### src/rtl/mux8_rr_arbiter.sv
// Round-robin arbiter/sequencer driving the selects of a shared 8:1 mux.
// Optional hold timeout is enabled by defining MUX8_ARB_TIMEOUT_EN.
//
// Ports:
//   CLK      in   rising-edge clock
//   RST_N    in   synchronous active-low reset
//   REQ      in   [7:0] per-source request
//   DONE     in   owner releases the grant (only looked at in BUSY)
//   GNT      out  [7:0] one-hot grant or zero, registered
//   S0,S1,S2 out  mux selects, S0 = owner index MSB, registered
//   VALID    out  high while GNT is nonzero, registered
//   TIMEOUT  out  one-cycle pulse on a forced release, registered
//
// Parameters (used only with MUX8_ARB_TIMEOUT_EN):
//   MAX_HOLD  max cycles an owner may keep the grant (1..255)
//   CNT_W     hold-counter width, 2**CNT_W > MAX_HOLD
module mux8_rr_arbiter #(
    parameter int MAX_HOLD = 16,
    parameter int CNT_W    = 8
) (
    input  logic       CLK,
    input  logic       RST_N,
    input  logic [7:0] REQ,
    input  logic       DONE,
    output logic [7:0] GNT,
    output logic       S0,
    output logic       S1,
    output logic       S2,
    output logic       VALID,
    output logic       TIMEOUT
);

    typedef enum logic [1:0] {
        IDLE = 2'd0,
        BUSY = 2'd1,
        GAP  = 2'd2
    } state_t;

    state_t     state_q, state_d;
    logic [2:0] ptr_q, ptr_d;
    logic [2:0] sel_q, sel_d;
    logic [7:0] gnt_q, gnt_d;
    logic       valid_q, valid_d;

    logic [2:0] pick;
    logic [2:0] idx;
    logic       found;
    logic       rel;
    logic       hold_exp;

    // Rotating priority search: first requester at or after ptr_q.
    always_comb begin
        pick  = 3'd0;
        found = 1'b0;
        idx   = ptr_q;
        for (int i = 0; i < 8; i++) begin
            idx = ptr_q + 3'(i);
            if (!found && REQ[idx]) begin
                found = 1'b1;
                pick  = idx;
            end
        end
    end

    // Owner lets go explicitly or by dropping its own request.
    assign rel = DONE || !REQ[sel_q];

`ifdef MUX8_ARB_TIMEOUT_EN
    logic [CNT_W-1:0] cnt_q, cnt_d;
    logic             to_q, to_d;

    assign hold_exp = (cnt_q == CNT_W'(MAX_HOLD - 1));
`else
    // Parameters are meaningless without the timeout feature.
    logic [CNT_W-1:0] unused_hold;

    assign unused_hold = CNT_W'(MAX_HOLD);
    assign hold_exp    = 1'b0;
`endif

    always_comb begin
        state_d = state_q;
        ptr_d   = ptr_q;
        sel_d   = sel_q;
        gnt_d   = gnt_q;
        valid_d = valid_q;
`ifdef MUX8_ARB_TIMEOUT_EN
        cnt_d   = cnt_q;
        to_d    = 1'b0;
`endif
        unique case (state_q)
            IDLE: begin
                if (found) begin
                    gnt_d   = 8'd1 << pick;
                    sel_d   = pick;
                    valid_d = 1'b1;
                    ptr_d   = pick + 3'd1;
                    state_d = BUSY;
`ifdef MUX8_ARB_TIMEOUT_EN
                    cnt_d   = '0;
`endif
                end
            end
            BUSY: begin
                // Selects keep the last owner; VALID qualifies them.
                if (rel || hold_exp) begin
                    gnt_d   = 8'd0;
                    valid_d = 1'b0;
                    state_d = GAP;
`ifdef MUX8_ARB_TIMEOUT_EN
                    to_d    = !rel;
`endif
                end else begin
`ifdef MUX8_ARB_TIMEOUT_EN
                    cnt_d   = cnt_q + 1'b1;
`endif
                end
            end
            GAP: begin
                state_d = IDLE;
            end
            default: begin
                state_d = IDLE;
                gnt_d   = 8'd0;
                valid_d = 1'b0;
            end
        endcase
    end

    always_ff @(posedge CLK) begin
        if (!RST_N) begin
            state_q <= IDLE;
            ptr_q   <= 3'd0;
            sel_q   <= 3'd0;
            gnt_q   <= 8'd0;
            valid_q <= 1'b0;
        end else begin
            state_q <= state_d;
            ptr_q   <= ptr_d;
            sel_q   <= sel_d;
            gnt_q   <= gnt_d;
            valid_q <= valid_d;
        end
    end

`ifdef MUX8_ARB_TIMEOUT_EN
    always_ff @(posedge CLK) begin
        if (!RST_N) begin
            cnt_q <= '0;
            to_q  <= 1'b0;
        end else begin
            cnt_q <= cnt_d;
            to_q  <= to_d;
        end
    end

    assign TIMEOUT = to_q;
`else
    assign TIMEOUT = 1'b0;
`endif

    assign GNT   = gnt_q;
    assign VALID = valid_q;
    assign S0    = sel_q[2];
    assign S1    = sel_q[1];
    assign S2    = sel_q[0];

endmodule
### config.mk
export PLATFORM = sky130hd
export DESIGN_NAME = mux8_rr_arbiter
export DESIGN_NICKNAME = d
export VERILOG_FILES = /design/src/rtl/mux8_rr_arbiter.sv
export SDC_FILE = /design/constraint.sdc
export NUM_CORES = 1
export LEC_CHECK = 0
export BUFFER_PORTS_ARGS = -buffer_cell sky130_fd_sc_hd__buf_2
export CAP_MARGIN = 25
export CORE_MARGIN = 4
export CORE_UTILIZATION = 40
export DETAILED_ROUTE_END_ITERATION = 12
export SKIP_CTS_REPAIR_TIMING = 1
export SLEW_MARGIN = 30
export SYNTH_ARGS = -nofsm -noshare
export SYNTH_HDL_FRONTEND = slang
export SYNTH_SLANG_ARGS = --single-unit
export TNS_END_PERCENT = 100
### constraint.sdc
create_clock -name CLK -period 9.65 [get_ports CLK]
set_clock_uncertainty 0.05 [all_clocks]
set_input_delay 0.965 -clock CLK [delete_from_list [all_inputs] [get_ports CLK]]
set_output_delay 0.965 -clock CLK [all_outputs]
set_load 0.05 [all_outputs]
# Yosys cells after proc, flatten, opt, wreduce, memory -nomap -nowiden
# Cells that the tools add are included.
[classes]
n_addsub = 8
n_mul = 0
div_mod_pow = 0
magnitude_cmp = 9
eq_ne = 4
shifts = 1
n_mux = 43
bitwise_logic = 1
reduce_logical = 20
[ops]
columns = ["operator", "count"]
rows = [
  ["3-bit by 4-bit < comparator with 1-bit output (second input constant)", 9],
  ["1-bit binary-select mux with 3-bit select", 9],
  ["3-bit two-way mux", 8],
  ["8-bit one-hot mux with 3 select lines", 1],
  ["1-bit two-way mux", 19],
  ["8-bit two-way mux", 2],
  ["3-bit adder (second input constant)", 4],
  ["1-bit logical NOT", 8],
  ["1-bit by 3-bit << shifter with 8-bit output (first input constant)", 1],
  ["1-bit logical AND", 7],
  ["3-bit by 1-bit adder with 3-bit output (second input constant)", 2],
  ["3-bit by 2-bit adder with 3-bit output (second input constant)", 2],
  ["2-bit two-way mux", 2],
  ["2-bit != test (second input constant)", 2],
  ["2-bit one-hot mux with 2 select lines", 1],
  ["2-bit AND reduction", 2],
  ["1-bit one-hot mux with 3 select lines", 1],
  ["3-bit AND reduction", 1],
  ["2-bit by 1-bit == test with 1-bit output (second input constant)", 1],
  ["2-bit == test (second input constant)", 1],
  ["2-bit logical NOT", 1],
  ["1-bit logical OR", 1],
  ["1-bit NOT", 1],
]
[word_totals]
register_bits = 17
latchBits = 0
ramBits = 0
romBits = 0
wordCells = 91
n_memories = 0

# Longest topological paths before layout
[depth]
depth_word = 27
ltp_mapped = 14

# Worst setup path before layout
# No wires, ideal clock.
[synth_timing]
path_type = "register to register"
startpoint = "register ptr_q[1]"
endpoint = "register ptr_q[2]"
setup_time_ns = 0.117
t_arrival_ns = 3.806
required_time_ns = 9.483
setup_slack_ns = 5.678
stages_incl_launch_ff = 15
n_path_buf = 2
period_less_slack_ns = 3.972
cell_sequence = "dfxtp_1 -> clkbuf_1 -> inv_1 -> ha_1 -> buf_6 -> mux2_2 -> mux4_1 -> or3_4 -> a2111o_1 -> o211ai_1 -> and2_1 -> ha_1 -> ha_1 -> mux2i_1 -> nor2b_1"
[synth_between]
elab_chain_cells = 25
word_cells_on_any_way = 55
classes_between = "8 x add/sub; 32 x mux; 15 x reduce/logical"
[synth_rtl]
columns = ["item", "line_no", "text"]
rows = [
  ["start, declared", "40", "logic [2:0] ptr_q, ptr_d;"],
  ["start signal, assigned", "139", "ptr_q <= ptr_d;"],
  ["parallel branches: the longest is 23 deep, another holds 3-bit by 1-bit adder with 3-bit output", "-", ""],
  ["3-bit two-way mux *", "58", "if (!found && REQ[idx]) begin"],
  ["via pick[0]", "45", "logic [2:0] pick;"],
  ["3-bit by 1-bit adder with 3-bit output *", "97", "ptr_d = pick + 3'd1;"],
]
# Mark *: on every way through the listed nets, which the timed path passes. The select of a mux whose other input is x is not followed.
# A chain may end at the register's enable or synchronous reset.

# Worst setup path after layout
[layout_timing]
startpoint = "register ptr_q[0]"
endpoint = "register ptr_q[2]"
# Same word-level chain as after synthesis.

==> metrics.cfg <==
[placement]
place_area_sq_um = 1932
gp_congestion = 0.9169
detailedPlace.worstSlack_ps = 4946
port_buffers = 22
dp.cells = 246
dpl.hpwl_um = 3319

[global_route]
antenna_found_initial = 0
grt_max_degree = 23
first_global_vias = 1448
grt_overflow_total = 0
grt_pass1_wl_um = 7189
grt_usage_pct = 16.34

[floorplanning]
die_h_um = 75.28
dieArea_sq_um = 5666
die_w_um = 75.28
core_sq_um = 4354
ios = 24
fp-row-count = 24
start_util_pct = 41.58

[timing]
period_needed_ps = 4720
setup_ws_ps = 4930
final_hold_viol_count = 0
worstMarginPinSlew_ps = 840.4
slew_viol_final = 0
min_period_over_period_pct = 48.92
rsz0062_at_grt = false
relSlewSlack_pct = 43.47
hold_slack_ps = 405.5
max_freq_ghz = 0.2118
setup_violations = 0
setup-tns-final_ps = 0

[pwr]
totalPowerFinal_uw = 684.5
ir_drop_mv = 0.1517
p_leak_nw = 0.8082
pwr_density_cell_nw_per_um2 = 346.2

[drt]
drt-met1-wl_um = 2107
drcViolationCount = 0
first_iter_violations = 144
top_layer = met4
drt-total-wl_um = 4382
via_count = 1550
antenna_left = 0
avgViaCountPerCell = 6.200
wl_met3_um = 135
wl_met2_um = 2083
dr.pass1.iters = 4
post_drt_wl_per_cell_um = 17.53

[final_layout]
diodes = 0
final_cell_mix = 22 x buf_2, 17 x dfxtp_1, 15 x nand2_1, 15 x nand3_1, 12 x mux2_2
fin_util_pct = 45.40
stdcell_count = 250
fin_nets = 217
drive_above_1_share_pct = 27.27
final_common_cell = buf_2
fin_area_sq_um = 1977
area_delta_synth_final_pct = 9.192

[critical_path]
critPathBufInv = 1
cp-end-kind = register
cpMostUsedCell = ha_1
cp_top_family = adder cells
crit_arrival_ps = 4810
crit_type = reg2reg
required_ps = 9740
crit_path_cell_trace = clkinv_1 > ha_1 > mux2_2 > mux4_1 > or3_4 > a2111o_1 > o211ai_1 > and2_1 > ha_1 > ha_1 > mux2i_1 > nor2b_1
cp-start-kind = register
cp_slowest_cell = ha_1
slowest_delay_ps = 700
crit_path_max_fanout = 13

[logic_synthesis]
synth_edf_count = 0
syn_area_sq_um = 1810
ys_ff_latch = 17
yosysSeqAreaShare_pct = 18.80
synth_area_leaders = dfxtp_1 19%, mux4_1 12%, mux4_2 8.7%
synth_cell_type_count = 53
syn-num-nets = 200
avgSynthCellArea_sq_um = 9.948
synth-main-ff-cell = dfxtp_1
synth_top_area_share_pct = 18.80
synth_cells = 182
async_flop_share_pct = 0
yosysWarnings = 0
synth_area_leader_cell = dfxtp_1

[clock_tree]
insertion_delay_ps = 250
cts.sinks = 17
clkTransAtPathRegs_ps = 60
cts_made_buffers = 3
root_buffer = clkbuf_8
tritoncts = yes
cts.path.max_buffers = 2
cts.htree.levels = 1

[hold_path]
worstHoldPathType = reg2reg

[status]
status = complete, no violations

[run]
max-cap-violations = 0

-- worst min-delay path: stages, from the launching register on --
cell and delay, ps:
dfxtp_1 310, nand3_1 60, nand2_1 50
-- report_power, final --
part | switching, mW | internal, mW | leakage [nW]
combinational | 0.298 | 0.212 | 0.646
clock | 0.0221 | 0.0292 | 0.0228
sequential | 0.0316 | 0.0916 | 0.140
-- synthesized netlist by cell type, drive strengths merged, types with 4 or more instances --
library cell,n
a21oi,5
o31ai,5
o211ai,6
dfxtp,17
mux2i,6
nand2,15
mux2,12
nor2,5
inv,5
a31oi,4
buf,5
ha,7
nand2b,4
mux4,15
clkbuf,6
nand3,15
-- state kept, by name, indices dropped and copies added (netlist names) --
| register | count |
|---|---|
| ptr_q | 3 |
| sel_q | 3 |
| VALID | 1 |
| GNT | 8 |
| state_q | 2 |
-- cell type report --
type / instances / area (sq um)
flip-flops and latches: 17 / 340.3
clock buffers: 4 / 45.04
multi-input cells: 148 / 1386
fillers: 425 / 2377
inverters: 6 / 22.52
repair buffers: 23 / 117.6
well taps: 52 / 65.06
-- logic make-up (layout without fill, tap and decap cells) --
logic type | after synthesis | count (layout) | share of synthesized area, %
buf+inv | 17 | 33 | 4.630
fa+ha+maj | 7 | 7 | 4.837
xor+xnor | 4 | 4 | 1.935
mux | 33 | 33 | 31.10
simple gates | 59 | 59 | 17.97
flops | 17 | 17 | 18.80
compound gates | 44 | 44 | 20.53
other cells | 1 | 1 | 0.2071
-- final timing paths --
| check | startpoint | end | slack [ps] | depth (start not counted) |
|---|---|---|---|---|
| min | GNT[7]$_SDFFE_PN0P_ | GNT[7]$_SDFFE_PN0P_ | 410 | 2 |
| max | ptr_q[0]$_SDFFE_PN0P_ | ptr_q[2]$_SDFFE_PN0P_ | 4930 | 12 |
| max reg2reg | ptr_q[0]$_SDFFE_PN0P_ | ptr_q[2]$_SDFFE_PN0P_ | 4930 | 12 |
| min reg2reg | GNT[7]$_SDFFE_PN0P_ | GNT[7]$_SDFFE_PN0P_ | 410 | 2 |
-- per-layer routing --
layer / global-route usage (%) / vias up
met4: 4.078 / 0
met1: 24.22 / 735
met2: 25.24 / 42
li1: - / 767
met3: 2.003 / 6
met5: 0 / -
(Power assumes the default switching activity.)
